`config.mk`:
```
export PLATFORM = sky130hd
export DESIGN_NAME = fc_neuron_seq
export DESIGN_NICKNAME = d
export VERILOG_FILES = /design/src/rtl/nn_pkg.sv /design/src/rtl/mac_lanes.sv /design/src/rtl/fc_neuron_seq.sv
export SDC_FILE = /design/constraint.sdc
export NUM_CORES = 1
export LEC_CHECK = 0
export BUFFER_PORTS_ARGS = -buffer_cell sky130_fd_sc_hd__buf_2
export CAP_MARGIN = 20
export CORE_MARGIN = 2
export CORE_UTILIZATION = 63
export CTS_CLUSTER_DIAMETER = 50
export DETAILED_ROUTE_END_ITERATION = 7
export PLACE_DENSITY = 0.82
export SLEW_MARGIN = 5
export SYNTH_ARGS = -nofsm -noshare
export SYNTH_HDL_FRONTEND = slang
export SYNTH_SLANG_ARGS = --single-unit
```
`constraint.sdc`:
```
create_clock -name clk -period 6.15 [get_ports clk]
set_clock_uncertainty 0.2 [all_clocks]
set_input_delay 1.23 -clock clk [delete_from_list [all_inputs] [get_ports clk]]
set_output_delay 1.23 -clock clk [all_outputs]
set_load 0.01 [all_outputs]
```
`src/rtl/nn_pkg.sv`:
```
// Shared state encoding and sizing helpers for the sequential FC neuron datapath.
package nn_pkg;

    typedef enum logic [1:0] {
        ACC,
        DRAIN,
        HOLD
    } fc_state_e;

    // Sized so a full vector of extreme products plus one extra bit cannot overflow.
    function automatic int acc_width(input int width, input int ww, input int in);
        return width + ww + $clog2(in) + 1;
    endfunction

endpackage

```
`src/rtl/mac_lanes.sv`:
```
// LANES parallel unsigned-by-signed multipliers with a registered product stage,
// presenting the sign-extended sum of the registered lane products.
module mac_lanes #(
    parameter int WIDTH = 8,
    parameter int WW    = 8,
    parameter int LANES = 4,
    parameter int ACC_W = 20
) (
    input  logic                   clk,
    input  logic                   rst_n,
    input  logic                   en,
    input  logic [LANES*WIDTH-1:0] x,
    input  logic [LANES*WW-1:0]    w,
    output logic [ACC_W-1:0]       sum
);

    localparam int PROD_W = WIDTH + WW;

    logic [PROD_W-1:0] prod_d [LANES];
    logic [PROD_W-1:0] prod_q [LANES];

    // Activation zero-extended, weight sign-extended; the PROD_W-bit product is exact.
    always_comb begin
        for (int i = 0; i < LANES; i++) begin
            prod_d[i] = {{WW{1'b0}}, x[i*WIDTH +: WIDTH]}
                      * {{WIDTH{w[i*WW+WW-1]}}, w[i*WW +: WW]};
        end
    end

    always_ff @(posedge clk or negedge rst_n) begin
        if (!rst_n) begin
            for (int i = 0; i < LANES; i++) prod_q[i] <= '0;
        end else if (en) begin
            for (int i = 0; i < LANES; i++) prod_q[i] <= prod_d[i];
        end
    end

    always_comb begin
        sum = '0;
        for (int i = 0; i < LANES; i++) begin
            sum = sum + {{(ACC_W-PROD_W){prod_q[i][PROD_W-1]}}, prod_q[i]};
        end
    end

endmodule

```
`src/rtl/fc_neuron_seq.sv`:
```
// Time-multiplexed single-output FC neuron: streams LANES-wide beats, accumulates
// through a two-stage pipeline, adds a per-vector bias and optionally applies ReLU.
module fc_neuron_seq
    import nn_pkg::*;
#(
    parameter int WIDTH = 8,
    parameter int WW    = 8,
    parameter int IN    = 128,
    parameter int LANES = 4,
    parameter int RELU  = 1,
    localparam int BEATS = IN / LANES,
    localparam int ACC_W = acc_width(WIDTH, WW, IN)
) (
    input  logic                   clk,
    input  logic                   rst_n,
    input  logic                   s_valid,
    output logic                   s_ready,
    input  logic [LANES*WIDTH-1:0] s_x,
    input  logic [LANES*WW-1:0]    s_w,
    input  logic                   s_last,
    input  logic [ACC_W-1:0]       bias,
    output logic                   m_valid,
    input  logic                   m_ready,
    output logic [ACC_W-1:0]       m_z,
    output logic                   err
);

    localparam int CNT_W = (BEATS > 1) ? $clog2(BEATS) : 1;

    fc_state_e        state_q, state_d;
    logic [CNT_W-1:0] beat_cnt;
    logic             accept, is_last;
    logic             v1, first_q, last_q, acc_done;
    logic [ACC_W-1:0] bias_q, acc, lane_sum;

    assign s_ready = (state_q == ACC);
    assign accept  = s_valid && s_ready;
    assign is_last = (beat_cnt == CNT_W'(BEATS - 1));

    mac_lanes #(
        .WIDTH (WIDTH),
        .WW    (WW),
        .LANES (LANES),
        .ACC_W (ACC_W)
    ) u_mac (
        .clk   (clk),
        .rst_n (rst_n),
        .en    (accept),
        .x     (s_x),
        .w     (s_w),
        .sum   (lane_sum)
    );

    // NOTE: every clocked block uses non-blocking assignments so all registers
    // sample pre-edge values; blocking here would chain stages in one cycle.
    always_ff @(posedge clk or negedge rst_n) begin
        if (!rst_n) state_q <= ACC;
        else        state_q <= state_d;
    end

    // NOTE: state_d gets its default before the case so no path leaves it
    // unassigned, which would otherwise infer a latch.
    always_comb begin
        state_d = state_q;
        unique case (state_q)
            ACC:     if (accept && is_last) state_d = DRAIN;
            DRAIN:   if (acc_done)          state_d = HOLD;
            HOLD:    if (m_valid && m_ready) state_d = ACC;
            default: state_d = ACC;
        endcase
    end

    // Stage 1: beat counting, first/last tagging, bias capture and framing check.
    always_ff @(posedge clk or negedge rst_n) begin
        if (!rst_n) begin
            beat_cnt <= '0;
            v1       <= 1'b0;
            first_q  <= 1'b0;
            last_q   <= 1'b0;
            bias_q   <= '0;
            err      <= 1'b0;
        end else begin
            v1     <= accept;
            last_q <= accept && is_last;
            if (accept) begin
                beat_cnt <= is_last ? '0 : beat_cnt + CNT_W'(1);
                first_q  <= (beat_cnt == '0);
                if (beat_cnt == '0) bias_q <= bias;
                if (s_last != is_last) err <= 1'b1;
            end
        end
    end

    // Stage 2 accumulates; the output stage publishes once the last beat lands.
    always_ff @(posedge clk or negedge rst_n) begin
        if (!rst_n) begin
            acc      <= '0;
            acc_done <= 1'b0;
            m_valid  <= 1'b0;
            m_z      <= '0;
        end else begin
            acc_done <= v1 && last_q;
            if (v1) acc <= (first_q ? bias_q : acc) + lane_sum;
            if (acc_done) begin
                m_z     <= (RELU != 0 && acc[ACC_W-1]) ? '0 : acc;
                m_valid <= 1'b1;
            end else if (m_valid && m_ready) begin
                m_valid <= 1'b0;
            end
        end
    end

endmodule

```
==> results of run 1 <==
[path summary, 6_finish.rpt]
path | from | end | slack, ns | cells after the start
worst max register to register | u_mac.prod_q[33] | acc[19] | 0.34 | 22
worst max-delay path | u_mac.prod_q[33] | acc[19] | 0.34 | 22
max in group asynchronous | rst_n | u_mac.prod_q[1] | 3.88 | 2
worst min-delay path | last_q | acc_done | 0.24 | 1
worst min register to register | last_q | acc_done | 0.24 | 1
min in group asynchronous | rst_n | m_z[5] | 0.68 | 1
[Yosys cell counts, types with 27 or more instances]
| cell type | instances |
|---|---|
| mux2_2 | 56 |
| o21ai_0 | 100 |
| a21oi_1 | 54 |
| clkbuf_1 | 27 |
| xor2_1 | 30 |
| fa_1 | 188 |
| inv_1 | 341 |
| xnor2_1 | 52 |
| nand2_1 | 215 |
| dfrtp_1 | 148 |
| and2_1 | 131 |
| nand2b_1 | 40 |
| ha_1 | 209 |
| nor2_1 | 66 |
[metal layers]
layer	up-vias	track usage (%)	part of all wire, %
li1	6081	-	-
met1	6358	35.3	42
met2	357	46.7	50
met3	65	4.87	5.6
met4	0	8.62	2.5
met5	-	0	0
[through the flow]
stage / utilization, % / area [um^2]
after floorplan: - / 17000
after global placement: 67.3 / 18000
after detailed placement: 67.3 / 18000
after CTS: 69.6 / 18600
after global routing: 69.6 / 18600
final: 69.6 / 18600
[repair_timing]
item	4_1_cts	5_1_grt
setup endpoints to repair	0	2
hold endpoints to repair	0	0
gates resized for setup	0	1
setup buffers	0	0
hold buffers	0	0
[state kept, by name (all words and copies together) (netlist names)]
name / flops
acc: 24
acc_done: 1
beat_cnt: 5
bias_q: 24
err: 1
first_q: 1
last_q: 1
m_valid: 1
m_z: 23
state_q: 2
u_mac.prod_q: 64
v1: 1
[cell type report]
class | count | share of cell area [%]
Clock buffer | 18 | 2.36
Tap cell | 341 | 2.30
Clock inverter | 14 | 0.888
Timing Repair Buffer | 127 | 3.57
Multi-Input combinational cell | 1319 | 64.1
Sequential cell | 148 | 19.9
Inverter | 342 | 6.91
[cells by family (layout without fill, tap and decap cells)]
group	count (synthesis)	after routing	share of synthesized area [%]
adders and majority gates	397	397	37.5
DFF	148	148	21.8
xor gates and xnor gates	82	82	4.22
muxes	66	66	4.30
other	1	1	0.0220
and+or+nand+nor	537	537	15.5
buffers and inverters	373	501	8.25
AOI/OAI and AO/OA	236	236	8.39
==> out/results.tsv, run 1 <==
stage	metric	value	unit
status	run status	finished clean	
synth	synthesized netlist cell count	1840	
synth	synthesized area	0.0170	mm^2
synth	Area contributors post-synth	fa_1 22%, dfrtp_1 22%, ha_1 15%	
cts	clk_lat worst skew	0.44	ns
timing	final worst path period share	94.4	%
layout	storage element area	0.00370	mm^2
timing	Period minus WS final	5.81	ns
synth	async set-reset flop share out of synthesis	100	%
place	Final GP Congestion	0.893	
die	Die ar.	0.0283	mm^2
grt	antenna violations before repair	0	
grt	total track usage	27.2	%
synth	Post-Syn Nets	2330	
flow_run	count of max-cap constraint violations	0	
routing	routed wire length	36.0	mm
place	DP Worst Slack	0.221	ns
timing	fmax	172	MHz
timing	TNS Setup	0	ns
synth	Seq/Total Area, Yosys	21.8	%
layout	Area growth, synth to finish	9.27	%
die	number of top-level pins	120	
grt	total gr overflow	0	
worst_setup_path	Crit Path Category	reg -> reg	
synth	Synth area leader	fa_1	
grt	global-route wire length before repair	62.7	mm
cts	clk slew on worst S/H paths	0.06	ns
timing	Worst slew margin	38.8	%
layout	Total Nets Final	2445	
timing	Setup violations, final	0	
cts	H-tree lvl count	4	
die	num rows	60	
layout	ant diodes	0	
timing	Worst-Margin Slew	0.918	ns
hold_path	worst hold path type	reg -> reg	
worst_setup_path	most frequent CP cell	a21oi_1	
cts	CTS sink cnt	148	
synth	Post-synth EDFFs	0	
routing	vias per cell	5.57	
die	total core area	0.0267	mm^2
synth	ys flop type	dfrtp_1	
worst_setup_path	crit start category	register	
die	starting density of the core	63.7	%
synth	FF+latch count, synth	148	
worst_setup_path	worst stage delay on the critical path	0.51	ns
routing	drt drc	0	
worst_setup_path	crit path max-delay cell type	fa_1	
synth	post-synth top area share	22.1	%
worst_setup_path	worst path bufs/invs	2	
routing	Routed Antenna Nets	0	
routing	via count	12900	
cts	Clock Path Buffers	2	
die	Die X	168	um
place	DP HPWL	28.7	mm
timing	Hold WS	0.245	ns
synth	Syn. warnings	0	
worst_setup_path	Worst Path Arrival	5.93	ns
place	Port Buf Inserts	118	
timing	RSZ-0062 raised after global routing	no	
routing	initial drt markers	754	
layout	Multi-input gate area	0.0119	mm^2
routing	Pre-antenna DRT Iters	5	
synth	Synth cell types	53	
routing	Avg WL per Cell	15.6	um
grt	number of global-route vias before repair	13400	
cts	cts bufs inserted	17	
worst_setup_path	crit path max fanout	5	
place	Cells after DPL	2277	
timing	count of pins over their slew limit	0	
worst_setup_path	CP cell instances	ha_1, a21o_1, a21oi_1, o21bai_1, a221o_1, a21oi_1, o21ai_0, a2111o_1, nand2_1, o211ai_1, fa_1, inv_1, fa_1, inv_1, ha_1, and3_1, a311oi_1, o21ai_1, a21o_1, a21oi_1, xnor2_1, mux2_2	
timing	PnR worst setup slack	0.344	ns
grt	largest net degree at the start of global routing	100	
cts	Root Buffer	clkbuf_16	
layout	layout cell share with drive strength beyond 1	11.5	%
timing	Hold Vio Cnt, Final	0	
layout	commonest non-fill, non-tap cells in the layout	341 x inv_1, 214 x nand2_1, 209 x ha_1	
worst_setup_path	Worst EP required	6.27	ns
layout	Fillers	2033	
worst_setup_path	CP top delay family	compound AO/OA/AOI/OAI gates	
layout	commonest non-fill, non-tap cell in the layout	inv_1	
die	Die H	168	um
synth	Mean Syn Cell Area	9.25	um^2
worst_setup_path	Critical Path End Type	register	
layout	Layout Cells excl Fill	2309	
cts	CTS tree	done	
Power of run 1 is not shown: default switching activity piles up to over one toggle a cycle in this logic, so the estimate is an artifact.
==> inputs of run 2 (changes only) <==
--- a/config.mk
+++ b/config.mk
@@ -11,7 +11,7 @@
 export CORE_UTILIZATION = 63
 export CTS_CLUSTER_DIAMETER = 50
 export DETAILED_ROUTE_END_ITERATION = 7
-export PLACE_DENSITY = 0.82
+export PLACE_DENSITY = 0.86
 export SLEW_MARGIN = 5
 export SYNTH_ARGS = -nofsm -noshare
 export SYNTH_HDL_FRONTEND = slang
==> out/results.tsv, run 2 (synthesis results as in run 1) <==
stage	metric	value	unit	change
layout	Total Nets Final	2445		unchanged
cts	CTS sink cnt	148		unchanged
die	num rows	60		unchanged
worst_setup_path	crit path max fanout	5		unchanged
die	Die X	168	um	unchanged
cts	Root Buffer	clkbuf_16		unchanged
routing	drt drc	0		unchanged
routing	vias per cell	5.55		was 5.57
layout	top flop regs	u_mac.prod_q (64), acc (24), bias_q (24)		unchanged
cts	Clock Path Buffers	2		unchanged
timing	Worst slew margin	37.8	%	was 38.8%
worst_setup_path	worst path bufs/invs	2		unchanged
worst_setup_path	worst stage delay on the critical path	0.50	ns	was 0.51 ns
routing	Routed Antenna Nets	0		unchanged
layout	ant diodes	0		unchanged
timing	Hold Vio Cnt, Final	0		unchanged
routing	via count	12800		was 12,900
timing	final worst path period share	94.7	%	was 94.4%
cts	hold buffers post-CTS	0		unchanged
hold_path	worst hold path type	reg -> reg		unchanged
flow_run	count of max-cap constraint violations	0		unchanged
routing	Pre-antenna DRT Iters	7		was 5
die	total core area	0.0267	mm^2	unchanged
worst_setup_path	Worst Path Arrival	5.94	ns	was 5.93 ns
grt	number of global-route vias before repair	13400		about the same
layout	commonest non-fill, non-tap cells in the layout	341 x inv_1, 214 x nand2_1, 209 x ha_1		unchanged
worst_setup_path	most frequent CP cell	a21oi_1		unchanged
cts	post-CTS sizing	0		unchanged
die	Die H	168	um	unchanged
layout	Area growth, synth to finish	9.16	%	was 9.27%
place	DP HPWL	29.4	mm	was 28.7 mm
cts	clk_lat worst skew	0.43	ns	was 0.44 ns
grt	total gr overflow	0		unchanged
routing	routed wire length	36.9	mm	was 36.0 mm
layout	largest register by flop count	u_mac.prod_q		unchanged
timing	count of pins over their slew limit	0		unchanged
timing	fmax	172	MHz	about the same
cts	cts bufs inserted	17		unchanged
grt	antenna violations before repair	0		unchanged
timing	Worst-Margin Slew	0.933	ns	was 0.918 ns
place	Final GP Congestion	0.893		about the same
worst_setup_path	Crit Path Category	reg -> reg		unchanged
worst_setup_path	Worst EP required	6.26	ns	was 6.27 ns
worst_setup_path	crit start category	register		unchanged
cts	clk slew on worst S/H paths	0.07	ns	was 0.06 ns
cts	Post CTS Setup Buffer Count	0		unchanged
timing	Setup violations, final	0		unchanged
grt	global-route wire length before repair	63.2	mm	was 62.7 mm
grt	largest net degree at the start of global routing	101		was 100
layout	layout cell share with drive strength beyond 1	11.6	%	was 11.5%
cts	CTS tree	done		unchanged
worst_setup_path	crit path max-delay cell type	fa_1		unchanged
routing	initial drt markers	788		was 754
worst_setup_path	CP cell instances	ha_1, a21o_1, a21oi_1, o21bai_1, a221o_1, a21oi_1, o21ai_0, a2111o_1, nand2_1, o211ai_1, fa_1, inv_1, fa_1, inv_1, ha_1, and3_1, a311oi_1, o21ai_2, a21o_1, a21oi_1, xnor2_1, mux2_2		was ha_1, a21o_1, a21oi_1, o21bai_1, a221o_1, a21oi_1, o21ai_0, a2111o_1, nand2_1, o211ai_1, fa_1, inv_1, fa_1, inv_1, ha_1, and3_1, a311oi_1, o21ai_1, a21o_1, a21oi_1, xnor2_1, mux2_2
layout	commonest non-fill, non-tap cell in the layout	inv_1		unchanged
routing	Avg WL per Cell	16.0	um	was 15.6 um
layout	flip-flop count of the largest register after layout	64		unchanged
place	Port Buf Inserts	118		unchanged
worst_setup_path	Critical Path End Type	register		unchanged
die	number of top-level pins	120		unchanged
die	starting density of the core	63.7	%	unchanged
die	Die ar.	0.0283	mm^2	unchanged
timing	TNS Setup	0	ns	unchanged
worst_setup_path	CP top delay family	compound AO/OA/AOI/OAI gates		unchanged
status	run status	finished clean		unchanged
timing	Period minus WS final	5.82	ns	was 5.81 ns
grt	total track usage	27.6	%	was 27.2%
timing	RSZ-0062 raised after global routing	no		unchanged
cts	H-tree lvl count	4		unchanged
## run 2: cell types whose count changed in the layout (fill, tap and decap cells not counted), sizes merged
cell / delta
bufinv: -1
clkinv: +1
## run 2: worst paths after layout
check                                 startpoint               end  slack [ns]  cells past startpoint
worst max-delay path            u_mac.prod_q[33]           acc[19]        0.33                     22
worst min-delay path                         err               err        0.27                      1
worst max register to register  u_mac.prod_q[33]           acc[19]        0.33                     22
worst min register to register               err               err        0.27                      1
max in group asynchronous                  rst_n  u_mac.prod_q[46]        3.91                      2
min in group asynchronous                  rst_n         bias_q[3]        0.69                      1
## run 2: metrics by stage
stage | utilization [%] | setup slack [ns] | instance area, um^2 | instances | hold WS (ns)
5_1_grt | 69.5 | 0.0357 | 18600 | 2309 | 0.296
4_1_cts | 69.5 | 0.264 | 18600 | 2309 | 0.271
3_3_place_gp | 67.3 | 0.319 | 18000 | 2277 | 0.235
6_report | 69.5 | 0.327 | 18600 | 2309 | 0.266
2_1_floorplan | - | 0.680 | 17000 | 1840 | 0.228
3_5_place_dp | 67.3 | 0.208 | 18000 | 2277 | 0.256
## run 2: layer usage
layer / up-vias / track usage [%] / wire, um / share of wire [%]
met5: - / 0 / 0 / 0
met4: 0 / 9.75 / 1140 / 3.1
met3: 78 / 3.74 / 1670 / 4.5
met2: 346 / 48.4 / 18500 / 50
met1: 6319 / 35.1 / 15600 / 42
li1: 6076 / - / - / -
## run 2: cell type report
| class | instances | area, um^2 |
|---|---|---|
| Clock buffer | 18 | 439 |
| Clock inverter | 14 | 143 |
| Fill cell | 1968 | 8160 |
| Inverter | 342 | 1280 |
| Multi-Input combinational cell | 1319 | 11900 |
| Sequential cell | 148 | 3700 |
| Tap cell | 341 | 427 |
| Timing Repair Buffer | 127 | 664 |
Power of run 2 is left out for the same reason.
